==> src/rtl/log_mult_seq.sv <==
`default_nettype none
// ============================================================================
// Module   : log_mult_seq
// Purpose  : Multi-cycle Mitchell log-multiply sequencer with valid/ready I/O.
// Revision : 1.0 - initial release
// ============================================================================
module log_mult_seq #(
    parameter int DWIDTH    = 16,
    parameter int M_WIDTH   = 6,
    parameter int CNT_WIDTH = 16
) (
    input  logic                  clk,
    input  logic                  rst,
    input  logic                  in_valid,
    output logic                  in_ready,
    input  logic [DWIDTH-1:0]     in_a,
    input  logic [DWIDTH-1:0]     in_b,
    output logic                  out_valid,
    input  logic                  out_ready,
    output logic [2*DWIDTH-1:0]   out_product,
    output logic                  busy,
    output logic [CNT_WIDTH-1:0]  op_count
);

    localparam int c_kw = $clog2(DWIDTH);
    localparam int c_pw = 2 * DWIDTH;
    localparam int c_xw = DWIDTH + M_WIDTH;
    localparam logic [c_kw:0] c_m = (c_kw + 1)'(M_WIDTH);

    typedef enum logic [2:0] {
        S_IDLE  = 3'd0,
        S_LOD   = 3'd1,
        S_ADD   = 3'd2,
        S_ANTI  = 3'd3,
        S_SHIFT = 3'd4,
        S_OUT   = 3'd5
    } state_t;

    state_t                 r_state;
    state_t                 w_state_nxt;

    logic [DWIDTH-1:0]      r_a;
    logic [DWIDTH-1:0]      r_b;
    logic                   r_zero;
    logic [c_kw-1:0]        r_ka;
    logic [c_kw-1:0]        r_kb;
    logic [M_WIDTH-1:0]     r_xa;
    logic [M_WIDTH-1:0]     r_xb;
    logic [c_kw:0]          r_sum_k;
    logic [M_WIDTH:0]       r_sum_x;
    logic [c_kw:0]          r_final_k;
    logic [M_WIDTH:0]       r_mant;
    logic [c_pw-1:0]        r_product;
    logic [CNT_WIDTH-1:0]   r_count;

    logic [c_kw-1:0]        w_ka;
    logic [c_kw-1:0]        w_kb;
    logic [M_WIDTH-1:0]     w_xa;
    logic [M_WIDTH-1:0]     w_xb;
    logic [c_pw-1:0]        w_mant_ext;
    logic [c_pw-1:0]        w_prod;

    // Index of the highest set bit; zero for a zero operand (masked by r_zero).
    function automatic logic [c_kw-1:0] f_lead_one(input logic [DWIDTH-1:0] v);
        logic [c_kw-1:0] k;
        k = '0;
        for (int i = 0; i < DWIDTH; i++) begin
            if (v[i]) begin
                k = c_kw'(i);
            end
        end
        return k;
    endfunction

    // Appending M_WIDTH zeros and shifting right by k leaves the M_WIDTH bits
    // below the leading one, left-aligned and zero-filled when k < M_WIDTH.
    function automatic logic [M_WIDTH-1:0] f_frac(input logic [DWIDTH-1:0] v,
                                                  input logic [c_kw-1:0]   k);
        logic [c_xw-1:0] ext;
        ext = {v, {M_WIDTH{1'b0}}} >> k;
        return ext[M_WIDTH-1:0];
    endfunction

    always_ff @(posedge clk) begin
        if (rst) begin
            r_state <= S_IDLE;
        end else begin
            r_state <= w_state_nxt;
        end
    end

    always_comb begin
        w_state_nxt = r_state;
        case (r_state)
            S_IDLE:  if (in_valid) w_state_nxt = S_LOD;
            S_LOD:   w_state_nxt = S_ADD;
            S_ADD:   w_state_nxt = S_ANTI;
            S_ANTI:  w_state_nxt = S_SHIFT;
            S_SHIFT: w_state_nxt = S_OUT;
            S_OUT:   if (out_ready) w_state_nxt = S_IDLE;
            default: w_state_nxt = S_IDLE;
        endcase
    end

    always_comb begin
        w_ka = f_lead_one(r_a);
        w_kb = f_lead_one(r_b);
        w_xa = f_frac(r_a, w_ka);
        w_xb = f_frac(r_b, w_kb);
    end

    // Reconstruct 2^final_k * (1.mant) by aligning the mantissa point.
    always_comb begin
        w_mant_ext = {{(c_pw - M_WIDTH - 1){1'b0}}, r_mant};
        w_prod     = '0;
        if (r_final_k >= c_m) begin
            w_prod = w_mant_ext << (r_final_k - c_m);
        end else begin
            w_prod = w_mant_ext >> (c_m - r_final_k);
        end
    end

    always_ff @(posedge clk) begin
        if (rst) begin
            r_a       <= '0;
            r_b       <= '0;
            r_zero    <= 1'b0;
            r_ka      <= '0;
            r_kb      <= '0;
            r_xa      <= '0;
            r_xb      <= '0;
            r_sum_k   <= '0;
            r_sum_x   <= '0;
            r_final_k <= '0;
            r_mant    <= '0;
            r_product <= '0;
            r_count   <= '0;
        end else begin
            case (r_state)
                S_IDLE: begin
                    if (in_valid) begin
                        r_a    <= in_a;
                        r_b    <= in_b;
                        r_zero <= (in_a == '0) || (in_b == '0);
                    end
                end
                S_LOD: begin
                    r_ka <= w_ka;
                    r_kb <= w_kb;
                    r_xa <= w_xa;
                    r_xb <= w_xb;
                end
                S_ADD: begin
                    r_sum_k <= {1'b0, r_ka} + {1'b0, r_kb};
                    r_sum_x <= {1'b0, r_xa} + {1'b0, r_xb};
                end
                S_ANTI: begin
                    r_final_k <= r_sum_k + {{c_kw{1'b0}}, r_sum_x[M_WIDTH]};
                    r_mant    <= {1'b1, r_sum_x[M_WIDTH-1:0]};
                end
                S_SHIFT: begin
                    r_product <= r_zero ? '0 : w_prod;
                end
                S_OUT: begin
                    if (out_ready) begin
                        r_count <= r_count + CNT_WIDTH'(1);
                    end
                end
                default: begin
                end
            endcase
        end
    end

    assign in_ready    = (r_state == S_IDLE);
    assign busy        = (r_state != S_IDLE);
    assign out_valid   = (r_state == S_OUT);
    assign out_product = r_product;
    assign op_count    = r_count;

endmodule
`default_nettype wire

==> config.mk <==
export PLATFORM = sky130hd
export DESIGN_NAME = log_mult_seq
export DESIGN_NICKNAME = d
export VERILOG_FILES = /design/src/rtl/log_mult_seq.sv
export SDC_FILE = /design/constraint.sdc
export NUM_CORES = 1
export LEC_CHECK = 0
export CAP_MARGIN = 20
export CORE_MARGIN = 2
export CORE_UTILIZATION = 54
export DETAILED_ROUTE_END_ITERATION = 8
export GPL_TIMING_DRIVEN = 0
export PLACE_DENSITY = 0.78
export SYNTH_ARGS = -nofsm -noshare
export SYNTH_HDL_FRONTEND = slang
export SYNTH_SLANG_ARGS = --single-unit
==> constraint.sdc <==
create_clock -name clk -period 4.2 [get_ports clk]
set_input_delay 1.05 -clock clk [delete_from_list [all_inputs] [get_ports clk]]
set_output_delay 1.05 -clock clk [all_outputs]
set_load 0.05 [all_outputs]
==> results.md <==
- The run finished with clean final reports.
- Summing internal, switching and leakage power gives about 0.0038 W.
- Of all flip-flops after synthesis, the portion carrying an async set or reset was 0.
- The TritonCTS buffer count is 17.
- The reg-to-reg endpoint is out_product[0]$_SDFFE_PP0N_.
- After layout, the minimum clock period comes to 3690 ps.
- The finished cells cover approximately 9000 µm².
- The pin count of the biggest net entering global routing is 17.
- The quantity of hold-fixing buffers added after cts is 0.
- STA classifies the critical path endpoint as an output pin.
- The core region is 13200 µm².
- In the layout the commonest cells are 151 x sky130_fd_sc_hd__nand2_1, 128 x sky130_fd_sc_hd__dfxtp_1, 118 x sky130_fd_sc_hd__nor2_1, 87 x sky130_fd_sc_hd__a21oi_1, 86 x sky130_fd_sc_hd__clkdlybuf4s50_1.
- The number of cells on the worst reg-to-reg path is 11.
- The met2 track demand over resource is 0.470.
- Along the worst path, the maximum fanout reaches 10.
- The total number of clock tree sinks is 128.
- The worst hold path passes through 2 cells.
- The instance count after placement with tap cells included is 1205.
- The fraction of layout instances using a drive strength above 1 is 0.0575.
- Headroom to the max-slew limit came out at 0.354.
- The post-CTS setup buffer count is 0.
- The detailed-route DRC error count is 0.
- After synthesis, the mean cell area works out to ~7.7 µm².
- The class of the worst hold path is reg -> reg.
- met2 is the most crowded layer.
- The critical path is of the reg -> out type.
- The share of total power dissipated in sequential elements is 0.354.
- Synthesis inferred 128 register bits.
- The number of global-route vias before repair is 6657.
- Of the synthesized area, sequential elements account for 0.353.
- The final sum of negative setup slack is 0 ps.
- The start point of the critical path is r_state[0]$_SDFFE_PP0P_.
- The TritonCTS clock tree is done.
- Dividing the detail-routed via count by the number of cells gives 5.79.
- Across every metal layer, demand over resource in global routing totals 0.271.
- The first-pass GRT wire length is ~31 mm.
- The starting density of the core is 0.550.
- Routability-driven placement finished with a final weighted congestion of slightly above 0.9.
- In this run the clock root is driven by a sky130_fd_sc_hd__clkbuf_16.
- The tool flagged a number of max-cap violations equal to 0.
- The fmax is ~270 MHz.
- Setup repair after global routing left no endpoint under its margin.
- In this design, the stage delay of the slowest critical-path cell is 960 ps.
- The startpoint identified for the worst hold timing path is r_sum_x[3]$_SDFFE_PP0P_.
- The remaining global-route overflow is 0.
- The synthesized design contains 0 enable-type register cells.
- The number of distinct standard cells referenced by the synthesized netlist is 77.
- In this run the remaining antenna-violating nets after routing total 0.
- The power per standard cell area is 421 nW/µm².
- The via count is between 7000 and 8000.
- Among all flip-flop cells after synthesis, the most frequent one is sky130_fd_sc_hd__dfxtp_1.
- The most frequent standard cell in the layout excluding fill and tap cells is sky130_fd_sc_hd__nand2_1.
- The portion of the clock cycle consumed by the worst path in the final layout is 0.879.
- For the worst setup path, the data required time is 3150 ps.
- The clock-pin slew on the worst setup and hold paths is 60 ps.
- The internal power of the cells is around 0.0026 W.
- The number of max-slew violations in the final report is 0.
- The setup check on the worst reg-to-reg path leaves a slack of approximately 900 ps.
- The die covers around 14000 µm².
- The worst-case clock buffer depth is 2.
- Gates resized during post-CTS repair numbered 0.
- In this run the horizontal extent of the chip is between 100 and 150 µm.
- The final worst clock skew is 10.6 ps.
- The data arrival time at the worst-slack endpoint is 2640 ps.
- For this design the static power due to leakage is about 3.2 nW.
- The floorplan step set the die height to approximately 120 µm.
- Excluding fillers, the count of instances in the completed layout stands at around 1200.
- The net switching fraction of the power is 0.302.
- The final wirelength is approximately 19 mm.
- The start of the worst register-to-register path is r_final_k[0]$_SDFFE_PP0N_.
- The total placed instance area is ~8300 µm².
- For this run, global-route usage on met3 was measured as 0.0528.
- Traced cell by cell, the critical path runs through clkbuf_1 > nor3_1 > clkdlybuf4s50_1.
- The met1 usage in global routing is 0.324.
- The number of hold-slack violations in the final timing report came to 0.
- The HPWL after detailed placement is ~14 mm.
- Setup violations remaining at the end of the flow were counted as 0.
- The number of port buffers is between 80 and 90.
- At the pin with the least slew margin, the transition time is 962 ps.
- The final core area utilization is 0.682.
- Compared with the post-synthesis result, the final layout area differs by 24.0%.
- The worst-case IR drop observed on VDD is just under 0.0003 V.
- The share of total power dissipated in combinational logic is 0.214.
- In this run the count of I/O pins placed on the die edge is slightly below 90.
- The mapped netlist covers 7250 µm².
- The part of the total power dissipated in the clock network is 0.432.
- For this run, the number of Yosys warnings is 0.
- The initial antenna violation count is 0.
- In this run the worst setup path terminates at in_ready.
- For this block, the initial DRC count from the detailed router was around 600.
- The final antenna diode count is 0.
- After detailed routing, the average wire length per cell comes to 15.4 µm.
- The net count reported at finish is 1102.
- The cell row count is between 40 and 50.
- After technology mapping, the gate count stands at 943.
- For this design the total switching power over the nets is 0.00114 W.
- The net count after synthesis is 997.
- The later pin in the worst-skew pair is clocked with a latency of 430 ps.
- The largest individual stage delay along the critical path comes from the cell sky130_fd_sc_hd__clkdlybuf4s50_1.
- The first TritonRoute pass finished after 6 iterations.
- The critical path launch point type is a register.
- The H-tree was split into 4 levels.
==> worst min-delay path by stage <==
stage,endpoint,slack (ps)
floorplan,r_mant[2]$_SDFFE_PP0N_,430
CTS,r_sum_x[5]$_SDFFE_PP0P_,450
finish,r_sum_x[3]$_SDFFE_PP0P_,450
global route,r_mant[3]$_SDFFE_PP0N_,460
detailed placement,r_sum_x[3]$_SDFFE_PP0P_,440
global placement,r_mant[4]$_SDFFE_PP0N_,440
==> metrics by stage <==
stage	hold slack, ps	setup WS (ps)
2_1_floorplan	432	859
3_3_place_gp	439	976
3_5_place_dp	443	974
4_1_cts	451	559
5_1_grt	460	483
6_report	449	510
==> routing by layer <==
layer	wire length [µm]	up-vias
met5	0	-
met4	525	0
met3	818	50
met2	9340	241
met1	8300	3285
li1	-	3588
==> area by class of cell <==
cell class | count | area, µm²
buffer | 62 | 250
clock buffer | 17 | 425
clock inverter | 15 | 231
fill | 1152 | 4200
inverter | 21 | 78.8
multi-input combinational | 732 | 4360
sequential | 128 | 2560
tap | 176 | 220
timing repair buffer | 86 | 861
==> power groups by stage <==
| stage | Clock [W] | Sequential [W] | Combinational, W |
|---|---|---|---|
| floorplan | 0 | 0.00135 | 0.000595 |
| global placement | 0 | 0.00136 | 0.000787 |
| detailed placement | 0 | 0.00137 | 0.000792 |
| CTS | 0.00165 | 0.00134 | 0.000799 |
| global route | 0.00170 | 0.00135 | 0.000898 |
| finish | 0.00164 | 0.00134 | 0.000812 |
==> synthesized netlist by cell type (all sizes together) (9+ instances only) <==
| master | n | area (µm²) |
|---|---|---|
| nor3 | 24 | 120 |
| a21oi | 87 | 435 |
| nor2b | 15 | 101 |
| o22ai | 13 | 81.3 |
| nor2 | 118 | 443 |
| inv | 20 | 75.1 |
| nand2b | 11 | 68.8 |
| nand3 | 17 | 85.1 |
| mux2i | 31 | 310 |
| o21ai | 33 | 165 |
| dfxtp | 128 | 2560 |
| nand2 | 151 | 567 |
| xnor2 | 15 | 131 |
| and2 | 9 | 56.3 |
| clkbuf | 54 | 203 |
| nor4 | 17 | 113 |
| xor2 | 16 | 140 |
| a22oi | 27 | 203 |
| a211oi | 19 | 148 |
| ha | 16 | 200 |
==> state kept, by name (all words and copies together), names as in the netlist <==
name         flops
out_product     32
op_count        16
r_a             16
r_b             16
r_mant           7
r_sum_x          7
r_xa             6
r_xb             6
r_final_k        5
r_sum_k          5
r_ka             4
r_kb             4
r_state          3
r_zero           1
==> worst max-delay path, delay by kind of cell (launching register included) <==
family	cells	cell delay [ps]
buf+inv	2	1150
flops	1	300
simple gates	1	760
==> cells by family after synthesis <==
| family | Yosys count | share of synthesized area |
|---|---|---|
| xor gates and xnor gates | 31 | 0.0374 |
| and+or+nand+nor | 395 | 0.248 |
| AOI/OAI and AO/OA | 248 | 0.224 |
| adders and majority gates | 18 | 0.0331 |
| buffers and inverters | 83 | 0.0454 |
| muxes | 40 | 0.0583 |
| DFF | 128 | 0.353 |
(Power assumes the default switching activity.)
